## config.mk

```make
export PLATFORM = sky130hd
export DESIGN_NAME = e1ofn_tx_bridge
export DESIGN_NICKNAME = d
export VERILOG_FILES = /design/src/rtl/e1ofn_pkg.sv /design/src/rtl/e1ofn_sync.sv /design/src/rtl/e1ofn_tx_bridge.sv
export SDC_FILE = /design/constraint.sdc
export NUM_CORES = 1
export LEC_CHECK = 0
export CORE_MARGIN = 2
export CORE_UTILIZATION = 30
export DETAILED_ROUTE_END_ITERATION = 12
export HOLD_SLACK_MARGIN = 0.12
export PLACE_DENSITY = 0.48
export SYNTH_ARGS = -nofsm -noshare
export SYNTH_HDL_FRONTEND = slang
export SYNTH_SLANG_ARGS = --single-unit
```

## constraint.sdc

```tcl
create_clock -name clk -period 2.7 [get_ports clk]
set_clock_uncertainty 0.15 [all_clocks]
set_input_delay 0.81 -clock clk [delete_from_list [all_inputs] [get_ports clk]]
set_output_delay 0.81 -clock clk [all_outputs]
set_load 0.01 [all_outputs]
```

## src/rtl/e1ofn_pkg.sv

```systemverilog
`default_nettype none
// +----------------------------------------------------------------------------+
// | e1ofn_pkg : shared types and helpers for the e1ofN channel bridges         |
// | Rev 1.0                                                                    |
// +----------------------------------------------------------------------------+
package e1ofn_pkg;

    localparam int RADIX = 4;

    typedef enum logic [1:0] {
        IDLE = 2'd0,
        SEND = 2'd1,
        RTZ  = 2'd2
    } e1ofn_tx_state_t;

    function automatic logic [RADIX-1:0] enc_1of4(input logic [1:0] v);
        return 4'b0001 << v;
    endfunction

endpackage
`default_nettype wire

```

## src/rtl/e1ofn_sync.sv

```systemverilog
`default_nettype none
// +----------------------------------------------------------------------------+
// | e1ofn_sync : reset-to-0 flop chain for bringing an async level into clk    |
// | Rev 1.0                                                                    |
// +----------------------------------------------------------------------------+
module e1ofn_sync #(
    parameter int STAGES = 2
) (
    input  logic clk,
    input  logic rst_n,
    input  logic async_i,
    output logic sync_o
);

    logic [STAGES-1:0] sync_q;

    always_ff @(posedge clk or negedge rst_n) begin
        if (!rst_n) begin
            sync_q <= '0;
        end else begin
            sync_q <= {sync_q[STAGES-2:0], async_i};
        end
    end

    assign sync_o = sync_q[STAGES-1];

endmodule
`default_nettype wire

```

## src/rtl/e1ofn_tx_bridge.sv

```systemverilog
`default_nettype none
// +----------------------------------------------------------------------------+
// | e1ofn_tx_bridge : valid/ready words -> 1-of-4 rails on a 4-phase e1ofN link |
// | Rev 1.0                                                                    |
// +----------------------------------------------------------------------------+
module e1ofn_tx_bridge
    import e1ofn_pkg::*;
#(
    parameter int NUM_DIGITS  = 2,
    parameter int FIFO_DEPTH  = 2,
    parameter int SYNC_STAGES = 2
) (
    input  logic                      clk,
    input  logic                      rst_n,
    input  logic [2*NUM_DIGITS-1:0]   in_data_i,
    input  logic                      in_valid_i,
    output logic                      in_ready_o,
    output logic [4*NUM_DIGITS-1:0]   ch_rail_o,
    input  logic                      ch_enable_i,
    output logic [15:0]               tx_count_o,
    output logic                      busy_o
);

    localparam int DW    = 2 * NUM_DIGITS;
    localparam int RW    = RADIX * NUM_DIGITS;
    localparam int PTR_W = (FIFO_DEPTH > 1) ? $clog2(FIFO_DEPTH) : 1;
    localparam int CNT_W = PTR_W + 1;

    logic                  en_s;
    logic                  push;
    logic                  pop;
    logic [DW-1:0]         fifo_mem_q [FIFO_DEPTH];
    logic [PTR_W-1:0]      wr_ptr_q;
    logic [PTR_W-1:0]      rd_ptr_q;
    logic [CNT_W-1:0]      count_q;
    logic [CNT_W-1:0]      count_d;
    logic                  in_ready_q;
    logic [DW-1:0]         head_word;
    logic [RW-1:0]         enc_word;
    e1ofn_tx_state_t       state_q;
    e1ofn_tx_state_t       state_d;
    logic [RW-1:0]         rail_q;
    logic [RW-1:0]         rail_d;
    logic [15:0]           tx_count_q;
    logic [15:0]           tx_count_d;

    e1ofn_sync #(
        .STAGES (SYNC_STAGES)
    ) u_en_sync (
        .clk     (clk),
        .rst_n   (rst_n),
        .async_i (ch_enable_i),
        .sync_o  (en_s)
    );

    assign push    = in_valid_i & in_ready_q;
    assign count_d = count_q + CNT_W'(push) - CNT_W'(pop);

    // in_ready is a flop of "not full next cycle", so pop never reaches it combinationally
    always_ff @(posedge clk or negedge rst_n) begin
        if (!rst_n) begin
            wr_ptr_q   <= '0;
            rd_ptr_q   <= '0;
            count_q    <= '0;
            in_ready_q <= 1'b0;
        end else begin
            if (push) wr_ptr_q <= wr_ptr_q + 1'b1;
            if (pop)  rd_ptr_q <= rd_ptr_q + 1'b1;
            count_q    <= count_d;
            in_ready_q <= (count_d != CNT_W'(FIFO_DEPTH));
        end
    end

    always_ff @(posedge clk) begin
        if (push) fifo_mem_q[wr_ptr_q] <= in_data_i;
    end

    assign head_word = fifo_mem_q[rd_ptr_q];

    for (genvar k = 0; k < NUM_DIGITS; k++) begin : g_enc
        assign enc_word[RADIX*k +: RADIX] = enc_1of4(head_word[2*k +: 2]);
    end

    always_comb begin
        state_d    = state_q;
        rail_d     = rail_q;
        tx_count_d = tx_count_q;
        pop        = 1'b0;
        case (state_q)
            IDLE: begin
                rail_d = '0;
                if (en_s && (count_q != '0)) begin
                    pop     = 1'b1;
                    rail_d  = enc_word;
                    state_d = SEND;
                end
            end
            SEND: begin
                if (!en_s) begin
                    rail_d  = '0;
                    state_d = RTZ;
                end
            end
            RTZ: begin
                if (en_s) begin
                    tx_count_d = tx_count_q + 16'd1;
                    state_d    = IDLE;
                end
            end
            default: begin
                rail_d  = '0;
                state_d = IDLE;
            end
        endcase
    end

    always_ff @(posedge clk or negedge rst_n) begin
        if (!rst_n) begin
            state_q    <= IDLE;
            rail_q     <= '0;
            tx_count_q <= '0;
        end else begin
            state_q    <= state_d;
            rail_q     <= rail_d;
            tx_count_q <= tx_count_d;
        end
    end

    assign in_ready_o = in_ready_q;
    assign ch_rail_o  = rail_q;
    assign tx_count_o = tx_count_q;
    assign busy_o     = (state_q != IDLE) || (count_q != '0);

endmodule
`default_nettype wire

```

==> results of run 1 <==
[registers in the layout (all words and copies together), names as in the netlist]
signal,cells
state_q,2
fifo_mem_q,8
in_ready_o,1
ch_rail_o,8
wr_ptr_q,1
rd_ptr_q,1
u_en_sync.sync_q,2
count_q,2
tx_count_o,16
[cells in the mapped netlist, types with 2 or more instances]
master / number
sky130_fd_sc_hd__nand2b_1: 3
sky130_fd_sc_hd__xor2_1: 3
sky130_fd_sc_hd__xnor2_1: 17
sky130_fd_sc_hd__nand4_1: 4
sky130_fd_sc_hd__nor2_1: 5
sky130_fd_sc_hd__dfrtp_1: 33
sky130_fd_sc_hd__nand3_1: 5
sky130_fd_sc_hd__ha_1: 3
sky130_fd_sc_hd__o21ai_0: 5
sky130_fd_sc_hd__edfxtp_1: 8
sky130_fd_sc_hd__nand3b_1: 2
sky130_fd_sc_hd__a32o_1: 3
sky130_fd_sc_hd__nand2_1: 21
sky130_fd_sc_hd__buf_2: 2
sky130_fd_sc_hd__mux2i_1: 4
sky130_fd_sc_hd__inv_1: 6
sky130_fd_sc_hd__and3_1: 4
[metal layers]
metal  global-route usage  up-vias
met5                    0        -
met1                0.131      522
met4               0.0474        0
met2                0.175       32
met3               0.0386        5
li1                     -      528
[path summary, 6_finish.rpt]
path,startpoint,cells past startpoint,end
max in group asynchronous,rst_n,2,u_en_sync.sync_q[0]$_DFF_PN0_
min,u_en_sync.sync_q[0]$_DFF_PN0_,0,u_en_sync.sync_q[1]$_DFF_PN0_
min in group asynchronous,rst_n,2,ch_rail_o[0]$_DFFE_PN0P_
min reg2reg,u_en_sync.sync_q[0]$_DFF_PN0_,0,u_en_sync.sync_q[1]$_DFF_PN0_
max reg2reg,state_q[1]$_DFFE_PN0P_,8,in_ready_o$_DFF_PN0_
max,state_q[1]$_DFFE_PN0P_,3,busy_o
[power breakdown]
part | leakage, nW | switching (W) | total, W | internal, W
clock | 0.0422 | 0.000190 | 0.000372 | 0.000181
combinational | 0.365 | 0.000258 | 0.000553 | 0.000295
sequential | 0.509 | 0.000124 | 0.000900 | 0.000776
total | 0.916 | 0.000572 | 0.00182 | 0.00125
[cells in the final DEF (no fill, tap or decap), drive strengths merged, types with 2 or more instances in the layout]
cell           count
nor2               6
o21ai              6
inv                6
xnor2             17
edfxtp             8
and3               4
buf                2
clkbuf             7
mux2i              4
nand4              4
xor2               3
ha                 3
nand3              5
a32o               3
nand2b             3
nand2             21
clkdlybuf4s50     33
dfrtp             33
nand3b             2
[logic make-up (layout without fill, tap and decap cells)]
group / count (synthesis) / after routing / synth area share
xor+xnor: 20 / 20 / 0.105
buf+inv: 9 / 49 / 0.0261
mux: 4 / 4 / 0.0239
simple gates: 48 / 48 / 0.151
fa+ha+maj: 3 / 3 / 0.0224
compound gates: 9 / 9 / 0.0358
flops: 41 / 41 / 0.636
[critical path: stages, from the launching register on]
cell,delay [ns]
sky130_fd_sc_hd__dfrtp_1,0.46
sky130_fd_sc_hd__nor2_1,0.08
sky130_fd_sc_hd__nand2_1,0.07
sky130_fd_sc_hd__clkdlybuf4s50_1,0.53
[metrics by stage]
step / setup WS [ns] / std cells / power [W] / util / area (um2)
floorplan: 0.726 / 134 / 0.00123 / - / 1680
global placement: 0.453 / 238 / 0.00146 / 0.384 / 2090
detailed placement: 0.392 / 238 / 0.00148 / 0.384 / 2090
CTS: 0.303 / 246 / 0.00186 / 0.399 / 2170
global route: 0.208 / 246 / 0.00197 / 0.399 / 2170
finish: 0.314 / 246 / 0.00182 / 0.399 / 2170
[area by class of cell]
type                       instances  area (um2)  area share
sequential                        41        1070       0.491
multi-input combinational         84         566       0.261
timing repair buffer              35         345       0.159
tap                               72        90.1      0.0415
clock buffer                       7        76.3      0.0352
inverter                           6        22.5      0.0104
clock inverter                     1        5.00     0.00231
==> qor.txt, run 1 <==
Run status -> complete, no violations
Power density over the cells -> 840 mW/mm2
Final total negative setup slack -> 0 ns
Final setup violation count -> 0
Chip Height -> 78.7 um
Max layer used -> met4
Clock-pin slew on the worst setup and hold paths -> 0.07 ns
Rel. slew slack -> 0.642
Internal reg-to-reg setup slack -> 0.67 ns
Number of max-slew violations in the final report -> 0
Number of ports placed on the die boundary -> 34
Share of synthesized registers carrying an async set or reset -> 0.805
Critical Path Sink Type -> output pin
Sequential share of the synthesized area -> 0.636
Total number of clock tree sinks -> 41
Crit start category -> flop
Number of setup buffers added after CTS -> 0
Worst hold path class -> reg -> reg
Clock root buffer -> sky130_fd_sc_hd__clkbuf_8
Post-layout net count -> 184
Final period utilization -> 0.884
Total half-perimeter wirelength after legalization and detailed placement -> 2110 um
Highest Clock Rate -> 0.419 GHz
Worst Path Arrival -> 1.43 ns
Area share of the leading cell type in the synthesized netlist -> 0.493
Number of antenna cells inserted -> 0
Count of distinct cell types in the synthesized netlist -> 23
Total die area -> 0.00620 mm2
Required time at the endpoint of the critical path -> 1.74 ns
Post-synth EDFFs -> 8
Last weighted congestion value of the routability-driven placer -> 0.694
Worst hold slack after final layout -> 0.201 ns
Max Fanout on Critical Path -> 7
Routed met3 length -> 168 um
Number of warnings printed during yosys synthesis -> 0
H-tree Lvls -> 2
Library cell with the largest summed area after synthesis -> sky130_fd_sc_hd__dfrtp_1
FP Rows -> 27
Initial DRC Count -> 50
Via-to-Cell Ratio -> 4.42
Mean instance size in the synthesized netlist -> 12.5 um2
Fraction of layout instances using a drive strength above 1 -> 0.0690
Combined area of all synthesized cells -> 0.00168 mm2
GRT Total Usage -> 0.109
Final wirelength -> 2920 um
Met2 Wirelength -> 1360 um
DRC violation count after routing -> 0
Number of global-route vias before repair -> 1086
Register bit total from synthesis -> 41
Residual antenna-violating net count after detailed routing -> 0
Number of maximum-capacitance violations -> 0
Type of the setup path with the least slack -> reg -> out
Sum of routed wire segments on met1 -> 1330 um
Final global-route overflow total -> 0
CTS buffer count -> 5
Initial antenna violation count -> 0
Worst vdd rail ir drop -> 0.000422 V
Synth Net Count -> 145
Post-CTS sizing -> 0
Routed wire per std cell -> 11.9 um
Final Hold Viols -> 0
Clock Path Buffers -> 2
Placeable core region -> 0.00544 mm2
Slew @ Worst Pin -> 0.534 ns
First-pass GRT wire length -> 5090 um
P_leak -> 0.916 nW
Clock period minus worst slack -> 2.39 ns
Clock latency on the worst-skew pair -> 0.28 ns
Starting Density -> 0.308
Unrepaired setup endpoints after global routing -> false
Total number of vias -> 1087
First-pass DRT Iterations -> 4
Maximum number of pins on one net before global-route repair -> 34
Clock tree from TritonCTS -> built
I/O Buffers -> 33
Area overhead of the layout relative to synthesis -> 29.6%
Number of instances in the synthesized netlist -> 134
Die Span X -> 78.7 um
Post-synth top flop -> sky130_fd_sc_hd__dfrtp_1
Filler Cells Inserted -> 511
Largest cells by area after synthesis -> sky130_fd_sc_hd__dfrtp_1 (49%), sky130_fd_sc_hd__edfxtp_1 (14%), sky130_fd_sc_hd__xnor2_1 (8.9%)
Number of hold buffers added after cts -> 0
Note: power is estimated with default switching activity, not from simulation.
==> run 2, diff against run 1 <==
==> constraint.sdc (replaced) <==
create_clock -name clk -period 2.7 [get_ports clk]
set_clock_uncertainty 0.15 [all_clocks]
set_input_delay 0.27 -clock clk [delete_from_list [all_inputs] [get_ports clk]]
set_output_delay 0.27 -clock clk [all_outputs]
set_load 0.01 [all_outputs]
==> run 2 against run 1 <==
  * Largest power group unchanged
  * Critical path depth up 5
  * Power is 0.72% higher
  * Critical endpoint is now in_ready_o$_DFF_PN0_
  * Non-clock buffer count unchanged
  * Register-to-register slack about the same
==> qor.txt, run 2 (synthesis gave the netlist of run 1 again) <==
Number of ports placed on the die boundary -> 34 (unchanged)
Internal reg-to-reg setup slack -> 0.67 ns (about the same)
FP Rows -> 27 (unchanged)
H-tree Lvls -> 2 (unchanged)
GRT Total Usage -> 0.107 (-0.00198)
Worst Path Arrival -> 2.05 ns (+0.62 ns)
Unrepaired setup endpoints after global routing -> false
DRC violation count after routing -> 0 (unchanged)
Filler Cells Inserted -> 516 (+0.98%)
Total number of clock tree sinks -> 41 (unchanged)
Worst vdd rail ir drop -> 0.000379 V (-10%)
Met2 Wirelength -> 1470 um (+7.8%)
First-pass DRT Iterations -> 6 (+2)
Last weighted congestion value of the routability-driven placer -> 0.737 (+6.2%)
WHS Endpoint -> u_en_sync.sync_q[1]$_DFF_PN0_
Placeable core region -> 0.00544 mm2 (unchanged)
Clock root buffer -> sky130_fd_sc_hd__clkbuf_8
Power density over the cells -> 846 mW/mm2 (+0.66%)
Source of the worst register-to-register timing path -> state_q[1]$_DFFE_PN0P_
Required time at the endpoint of the critical path -> 2.72 ns (+0.98 ns)
Number of max-slew violations in the final report -> 0 (unchanged)
Max layer used -> met4
Clock tree from TritonCTS -> built
Clock latency on the worst-skew pair -> 0.29 ns (about the same)
Rel. slew slack -> 0.633 (-0.00858)
Clock-pin slew on the worst setup and hold paths -> 0.07 ns (about the same)
Final period utilization -> 0.753 (-0.131)
Final setup violation count -> 0 (unchanged)
Number of maximum-capacitance violations -> 0 (unchanged)
Path length in cells of the critical path -> 8 (+5)
Number of hold buffers added after cts -> 0 (unchanged)
I/O Buffers -> 33 (unchanged)
Worst hold path class -> reg -> reg
Number of setup buffers added after CTS -> 0 (unchanged)
Cells along the critical path -> nor4b_2, buf_4, ha_1, inv_1, ha_1, xnor2_1, xnor2_1, nand2b_1
Clock Path Buffers -> 2 (unchanged)
Leading cell types in the layout, fill and taps excluded -> sky130_fd_sc_hd__dfrtp_1 (33), sky130_fd_sc_hd__clkdlybuf4s50_1 (33), sky130_fd_sc_hd__nand2_1 (21), sky130_fd_sc_hd__xnor2_1 (17), sky130_fd_sc_hd__edfxtp_1 (8)
Highest Clock Rate -> 0.492 GHz (+17%)
Bufs and invs on worst path -> 2 (+1)
Origin of the worst min-delay path -> u_en_sync.sync_q[0]$_DFF_PN0_
Total number of vias -> 1093 (+0.55%)
Delay contributed by the slowest stage of the critical path -> 0.46 ns (-0.07 ns)
Total half-perimeter wirelength after legalization and detailed placement -> 2230 um (+5.7%)
Maximum number of pins on one net before global-route repair -> 34 (unchanged)
Run status -> complete, no violations
Critical Path Sink Type -> flop
Type of the setup path with the least slack -> reg -> reg
Final wirelength -> 3070 um (+5.0%)
Initial DRC Count -> 69 (+38%)
Slew @ Worst Pin -> 0.547 ns (+0.0128 ns)
Final Hold Viols -> 0 (unchanged)
Initial antenna violation count -> 0 (unchanged)
Residual antenna-violating net count after detailed routing -> 0 (unchanged)
R2R cell count -> 8 (unchanged)
Total die area -> 0.00620 mm2 (unchanged)
Sum of routed wire segments on met1 -> 1410 um (+5.9%)
Number of antenna cells inserted -> 0 (unchanged)
Via-to-Cell Ratio -> 4.44 (+0.55%)
Flip-flop count of the largest register after layout -> 16 (unchanged)
Final global-route overflow total -> 0 (unchanged)
Cell class contributing the biggest share of worst-path delay -> flip-flops
Die Span X -> 78.7 um (unchanged)
P_leak -> 0.919 nW (+0.30%)
Final total negative setup slack -> 0 ns (unchanged)
Library cell contributing the largest single delay on the critical path -> sky130_fd_sc_hd__dfrtp_1
CTS buffer count -> 5 (unchanged)
Overall power after layout -> 0.00184 W (+0.72%)
Instance count along the most critical hold path -> 0 (unchanged)
Crit start category -> flop
Endpoint of the most critical register-to-register path -> in_ready_o$_DFF_PN0_
Area overhead of the layout relative to synthesis -> 29.6% (about the same)
Starting Density -> 0.308 (unchanged)
Max Fanout on Critical Path -> 11 (+4)
Fraction of layout instances using a drive strength above 1 -> 0.0747 (+0.00575)
First-pass GRT wire length -> 5090 um (-0.14%)
Post-CTS sizing -> 0 (unchanged)
Routed wire per std cell -> 12.5 um (+5.0%)
Number of global-route vias before repair -> 1088 (+0.18%)
Post-layout net count -> 184 (unchanged)
Clock period minus worst slack -> 2.03 ns (-0.354 ns)
Chip Height -> 78.7 um (unchanged)
Routed met3 length -> 133 um (-21%)
## run 2: cell types whose count changed in the layout (fill, tap and decap cells not counted), sizes merged
cell	delta
clkbuf	-1
clkinv	+1
## run 2: worst max-delay path by stage
stage	slack (ns)	start	to
6_report	0.67	state_q[1]$_DFFE_PN0P_	in_ready_o$_DFF_PN0_
5_1_grt	0.49	state_q[1]$_DFFE_PN0P_	in_ready_o$_DFF_PN0_
4_1_cts	0.65	state_q[1]$_DFFE_PN0P_	in_ready_o$_DFF_PN0_
3_5_place_dp	0.66	state_q[1]$_DFFE_PN0P_	in_ready_o$_DFF_PN0_
3_3_place_gp	0.73	state_q[1]$_DFFE_PN0P_	in_ready_o$_DFF_PN0_
2_1_floorplan	0.73	state_q[1]$_DFFE_PN0P_	in_ready_o$_DFF_PN0_
## run 2: cell type report
| class | instances | area, um2 | share of cell area |
|---|---|---|---|
| Multi-Input combinational cell | 84 | 566 | 0.260 |
| Sequential cell | 41 | 1070 | 0.491 |
| Clock inverter | 2 | 10.0 | 0.00461 |
| Timing Repair Buffer | 35 | 345 | 0.159 |
| Inverter | 6 | 22.5 | 0.0104 |
| Clock buffer | 6 | 72.6 | 0.0334 |
| Tap cell | 72 | 90.1 | 0.0415 |
## run 2: per-stage QoR
stage                      util  cell area, um2  worst slack (ns)  instances  hold WS, ns
final                     0.399            2170             0.667        246        0.208
after CTS                 0.399            2170             0.648        246        0.212
after global routing      0.399            2170             0.491        246        0.223
after global placement    0.384            2090             0.728        238        0.189
after detailed placement  0.384            2090             0.661        238        0.195
after floorplan               -            1680             0.726        134       -0.176
## run 2: routing by layer
| metal | GRT usage | up-vias |
|---|---|---|
| li1 | - | 529 |
| met5 | 0 | - |
| met3 | 0.0375 | 7 |
| met1 | 0.129 | 532 |
| met2 | 0.172 | 25 |
| met4 | 0.0474 | 0 |
## run 2: where the power goes
group | switching (W) | internal (W) | leakage, nW
Combinational | 0.000263 | 0.000295 | 0.365
Sequential | 0.000125 | 0.000776 | 0.509
Clock | 0.000199 | 0.000179 | 0.0450
==> run 3, diff against run 2 <==
==> constraint.sdc (replaced) <==
create_clock -name clk -period 2.1 [get_ports clk]
set_clock_uncertainty 0.15 [all_clocks]
set_input_delay 0.21 -clock clk [delete_from_list [all_inputs] [get_ports clk]]
set_output_delay 0.21 -clock clk [all_outputs]
set_load 0.01 [all_outputs]
==> run 3 against run 2 <==
  * Power is 34% higher
  * Combinational power increased by 33%
  * Critical path depth decreased by 1
  * Worst setup slack worse by 0.49 ns
  * Sequential power is 28% higher
  * Global-route usage grew 0.13 points
  * Critical path type unchanged
  * Largest cell class unchanged
  * Highest routed layer unchanged
==> qor.txt, run 3 (synthesis gave the netlist of run 1 again) <==
Run status -> complete, no violations
Endpoint of the most critical register-to-register path -> in_ready_o$_DFF_PN0_
CTS buffer count -> 5 (unchanged)
GRT Total Usage -> 0.108 (+0.00133)
Residual antenna-violating net count after detailed routing -> 0 (unchanged)
Leading cell types in the layout, fill and taps excluded -> sky130_fd_sc_hd__dfrtp_1 (33), sky130_fd_sc_hd__clkdlybuf4s50_1 (33), sky130_fd_sc_hd__nand2_1 (21), sky130_fd_sc_hd__xnor2_1 (17), sky130_fd_sc_hd__edfxtp_1 (8)
Non-filler instance count after layout -> 247 (+0.41%)
Clock Path Buffers -> 2 (unchanged)
H-tree Lvls -> 2 (unchanged)
Final wirelength -> 2990 um (-2.4%)
Library cell contributing the largest single delay on the critical path -> sky130_fd_sc_hd__dfrtp_1
Worst hold path class -> in -> async
Post-CTS sizing -> 0 (unchanged)
Unrepaired setup endpoints after global routing -> false
Total die area -> 0.00620 mm2 (unchanged)
Clock period minus worst slack -> 1.92 ns (-0.110 ns)
Final total negative setup slack -> 0 ns (unchanged)
Filler Cells Inserted -> 524 (+1.6%)
Number of global-route vias before repair -> 1080 (-0.74%)
Highest Clock Rate -> 0.520 GHz (+5.7%)
Final period utilization -> 0.915 (+0.163)
Global-route track usage on met3 -> 0.0477 (+0.0102)
Number of setup buffers added after CTS -> 0 (unchanged)
Number of ports placed on the die boundary -> 34 (unchanged)
Area overhead of the layout relative to synthesis -> 31.3%
Total number of vias -> 1080 (-1.2%)
Worst vdd rail ir drop -> 0.000665 V (+75%)
R2R cell count -> 7 (-1)
Cell class contributing the biggest share of worst-path delay -> flip-flops
First-pass DRT Iterations -> 4 (-2)
Total half-perimeter wirelength after legalization and detailed placement -> 2170 um (-2.8%)
Post-layout net count -> 185 (+0.54%)
FP Rows -> 27 (unchanged)
Starting Density -> 0.308 (unchanged)
Clock-pin slew on the worst setup and hold paths -> 0.08 ns (about the same)
Worst setup path startpoint -> state_q[0]$_DFFE_PN0P_
Clock tree from TritonCTS -> built
Number of maximum-capacitance violations -> 0 (unchanged)
Worst Path Arrival -> 1.94 ns (-0.11 ns)
First-pass GRT wire length -> 5040 um (-0.94%)
Number of antenna cells inserted -> 0 (unchanged)
Required time at the endpoint of the critical path -> 2.12 ns (-0.60 ns)
Post-Place Setup Slack -> 0.175 ns (-0.486 ns)
Flip-flop count of the largest register after layout -> 16 (unchanged)
Via-to-Cell Ratio -> 4.37 (-1.6%)
Final setup violation count -> 0 (unchanged)
Rel. slew slack -> 0.629 (-0.00387)
Final setup margin -> 0.178 ns (-0.490 ns)
Max Fanout on Critical Path -> 7 (-4)
Critical Path Sink Type -> flop
Routed wire per std cell -> 12.1 um (-2.8%)
Final global-route overflow total -> 0 (unchanged)
Source of the worst register-to-register timing path -> state_q[0]$_DFFE_PN0P_
I/O Buffers -> 33 (unchanged)
Area used by sequential logic in the layout -> 0.00107 mm2 (unchanged)
Area of combinational cells with multiple inputs -> 566 um2 (unchanged)
DRC violation count after routing -> 0 (unchanged)
GR met2 Demand/Resource -> 0.166 (-0.00598)
Type of the setup path with the least slack -> reg -> reg
P_leak -> 0.933 nW (+1.5%)
Placed cell count -> 239 (+0.42%)
Internal reg-to-reg setup slack -> 0.18 ns (-0.49 ns)
Clock root buffer -> sky130_fd_sc_hd__clkbuf_8
Path length in cells of the critical path -> 7 (-1)
Number of hold buffers added after cts -> 0 (unchanged)
Global route hottest layer -> met2
Final Hold Viols -> 0 (unchanged)
Delay contributed by the slowest stage of the critical path -> 0.45 ns (about the same)
Bufs and invs on worst path -> 1 (-1)
Power density over the cells -> 1120 mW/mm2 (+32%)
Placeable core region -> 0.00544 mm2 (unchanged)
Maximum number of pins on one net before global-route repair -> 34 (unchanged)
Timing endpoint of the critical path -> in_ready_o$_DFF_PN0_
Fraction of layout instances using a drive strength above 1 -> 0.0800 (+0.00529)
Initial DRC Count -> 46 (-33%)
Die Span X -> 78.7 um (unchanged)
Last weighted congestion value of the routability-driven placer -> 0.728 (-1.2%)
Final core area utilization -> 0.404 (+0.00506)
Chip Height -> 78.7 um (unchanged)
Initial antenna violation count -> 0 (unchanged)
Crit start category -> flop
Cells along the critical path -> nor4b_2, ha_1, inv_1, ha_1, xnor2_1, xnor2_1, nand2b_1
Grt met1 use -> 0.134 (+0.00478)
Total number of clock tree sinks -> 41 (unchanged)
Slew @ Worst Pin -> 0.552 ns (+0.00576 ns)
Number of max-slew violations in the final report -> 0 (unchanged)
Clock latency on the worst-skew pair -> 0.29 ns (about the same)
-- run 3: how the worst min path moves through the flow --
stage | to | slack [ns]
detailed placement | u_en_sync.sync_q[1]$_DFF_PN0_ | 0.19
floorplan | ch_rail_o[0]$_DFFE_PN0P_ | -0.24
global route | ch_rail_o[0]$_DFFE_PN0P_ | 0.19
global placement | u_en_sync.sync_q[1]$_DFF_PN0_ | 0.19
CTS | tx_count_o[15]$_DFFE_PN0P_ | 0.18
finish | ch_rail_o[0]$_DFFE_PN0P_ | 0.16
-- run 3: cell type report --
type | count | share of cell area
Multi-Input combinational cell | 84 | 0.257
Inverter | 6 | 0.0102
Clock inverter | 1 | 0.00228
Clock buffer | 7 | 0.0444
Tap cell | 72 | 0.0410
Sequential cell | 41 | 0.485
Timing Repair Buffer | 36 | 0.160
-- run 3: metrics by stage --
step / hold WS [ns] / area [um2] / power, W
5_1_grt: 0.192 / 2200 / 0.00262
2_1_floorplan: -0.236 / 1680 / 0.00158
3_5_place_dp: 0.186 / 2100 / 0.00192
6_report: 0.158 / 2200 / 0.00246
3_3_place_gp: 0.185 / 2100 / 0.00189
4_1_cts: 0.182 / 2200 / 0.00250
-- run 3: worst register-to-register path, delay by kind of cell, from the launching register on --
family	cells	cell delay [ns]
flip-flops	1	0.45
AND/OR/NAND/NOR	2	0.42
adder cells (fa/ha/maj)	2	0.42
XOR/XNOR	2	0.31
buffers and inverters	1	0.05
-- run 3: power breakdown --
part	leakage, nW	switching (W)	internal [W]
sequential	0.509	0.000148	0.000997
combinational	0.370	0.000352	0.000392
clock	0.0534	0.000262	0.000305
-- run 3: layer usage --
layer | routed length, um | share of wire
met5 | 0 | 0
met4 | 48 | 0.016
met3 | 140 | 0.047
met2 | 1410 | 0.47
met1 | 1400 | 0.47
==> patch: new RTL, config.mk and constraints of run 1 <==
The 3 states of `e1ofn_tx_state_t` get a one-hot encoding in 3 bits.
--- a/src/rtl/e1ofn_pkg.sv
+++ b/src/rtl/e1ofn_pkg.sv
@@ -7,10 +7,10 @@
 
     localparam int RADIX = 4;
 
-    typedef enum logic [1:0] {
-        IDLE = 2'd0,
-        SEND = 2'd1,
-        RTZ  = 2'd2
+    typedef enum logic [2:0] {
+        IDLE = 3'b001,
+        SEND = 3'b010,
+        RTZ  = 3'b100
     } e1ofn_tx_state_t;
 
     function automatic logic [RADIX-1:0] enc_1of4(input logic [1:0] v);
Formal check against the unedited RTL: same outputs for any inputs over 10 cycles, from zero or initial values and one cycle with rst_n low; not proved beyond that.
==> patch against run 1 <==
  * Routed wire length rose by 7.1%
  * Highest routed layer unchanged
  * Largest power group unchanged
  * Sequential cell count rose by 1
  * Cell area rose by 4.6%
  * Utilization rose by 0.81 points
  * Critical endpoint unchanged
  * Worst setup slack got worse by 160 ps
  * Combinational power fell by 9.0%
  * Critical path type unchanged
  * Total power fell by 4.0%
  * Via count rose by 4.9%
  * Register-to-register slack got worse by 280 ps
  * Synthesized area rose by 4.5%
==> patch: results <==
[grt]
grtUsageMet2_pct = 16.3
grt_pass1_vias = 1132
use_met3_pct = 3.15
grt_max_degree = 35
antenna_found_initial = 0
grt_pass1_wl_um = 5230
grt_util_met1_pct = 14.0
track_usage_pct = 10.7

[placed_design]
dpl.hpwl_um = 2340
placed_area_um2 = 2180
placedCellCount = 243
gp_congestion = 0.741

[power_and_ir_drop]
p_leak_nw = 0.960
p_int_w = 0.00123
vdd_drop_max_uv = 490

[cts]
clockBufferDepth = 2
tritoncts.num_buffers = 5

[logic_synthesis]
netlist_instances = 137
ys_top_cells_by_count = "dfrtp_1, xnor2_1, nand2_1"
synth_compound_area_share_pct = 5.08
synth.distinct_cells = 34
synth_xor_area_share_pct = 10.0
synthTopCellsByArea = "dfrtp_1, edfxtp_1, xnor2_1, nand2_1, mux2i_1"
synth_adder_area_share_pct = 2.14
async_reset_ff_share_pct = 81.0
ys_seq_area_share_pct = 62.4
muxShareOfSynthArea_pct = 2.93
synth_nets = 148

[layout]
layout-drive-gt1-share_pct = 10.1
fillers = 536
final_nets = 189
largest_reg_flops = 16

[drt]
first_pass_iters = 3
drt_iter0_markers = 32
detail_route.wl_per_cell_um = 12.5
via_per_inst = 4.54
routed_wl_um = 3130

[critical_path]
cp.arrival_ps = 1590
worstPathMaxFanout = 2

[timing]
tightest_slew_ps = 465

[status]
status = "finished, final reports clean"
[patch: changes by cell type after synthesis, moves of 2 or more]
cell,run 1,this run
and4_1,0,2
or2b_1,0,2
nand2_1,21,14
a22o_1,0,4
a32o_1,3,0
nand3_1,5,7
nor4_1,0,3
[patch: worst max-delay path: stages, from the launching register on]
cell      delay (ps)
dfstp_2          530
or2b_1           230
or4_1            400
clkbuf_2         140
[patch: cells by family (layout without fill, tap and decap cells)]
family                     count (synthesis)  in the layout
muxes                                      5              5
buffers and inverters                      8             50
adders and majority gates                  3              3
xor gates and xnor gates                  20             20
and+or+nand+nor                           47             47
DFF                                       42             42
AOI/OAI and AO/OA                         12             12
[patch: stage by stage]
step	utilization, %	hold slack [ps]	worst slack (ps)
2_1_floorplan	-	181	457
3_3_place_gp	39.2	184	111
3_5_place_dp	39.2	189	119
4_1_cts	40.8	206	24.0
5_1_grt	40.7	222	76.2
6_report	40.7	203	152
[patch: power groups by stage]
stage | logic (W) | registers [W] | clock network [W]
floorplan | 0.000294 | 0.000863 | 0
detailed placement | 0.000517 | 0.000864 | 0
global route | 0.000568 | 0.000866 | 0.000443
finish | 0.000503 | 0.000849 | 0.000399
global placement | 0.000504 | 0.000859 | 0
CTS | 0.000518 | 0.000851 | 0.000415
[patch: layout make-up]
cell class	count	area, µm²	share of cell area, %
sequential	42	1090	48.1
clock inverter	2	7.51	0.331
inverter	5	18.8	0.827
clock buffer	6	82.6	3.64
tap	72	90.1	3.97
multi-input combinational	87	623	27.5
timing repair buffer	37	355	15.7
[patch: metal layers]
metal | wire [µm] | vias up
li1 | - | 563
met1 | 1460 | 549
met2 | 1470 | 22
met3 | 145 | 6
met4 | 53 | 0
met5 | 0 | -
[patch: worst paths after layout]
| kind | cells past startpoint | to | startpoint | slack, ps |
|---|---|---|---|---|
| setup / recovery | 3 | busy_o | state_q[0] | 150 |
| hold / removal | 0 | u_en_sync.sync_q[1] | u_en_sync.sync_q[0] | 200 |
| setup reg to reg | 9 | in_ready_o | state_q[0] | 390 |
| hold reg to reg | 0 | u_en_sync.sync_q[1] | u_en_sync.sync_q[0] | 200 |
| max in group asynchronous | 2 | state_q[0] | rst_n | 1270 |
| min in group asynchronous | 2 | ch_rail_o[1] | rst_n | 780 |
[patch: repair_timing]
item | 4_1_cts | 5_1_grt
cloned | 0 | 0
hold buffers | 0 | 0
setup endpoints to repair | 1 | 1
resized for setup | 2 | 1
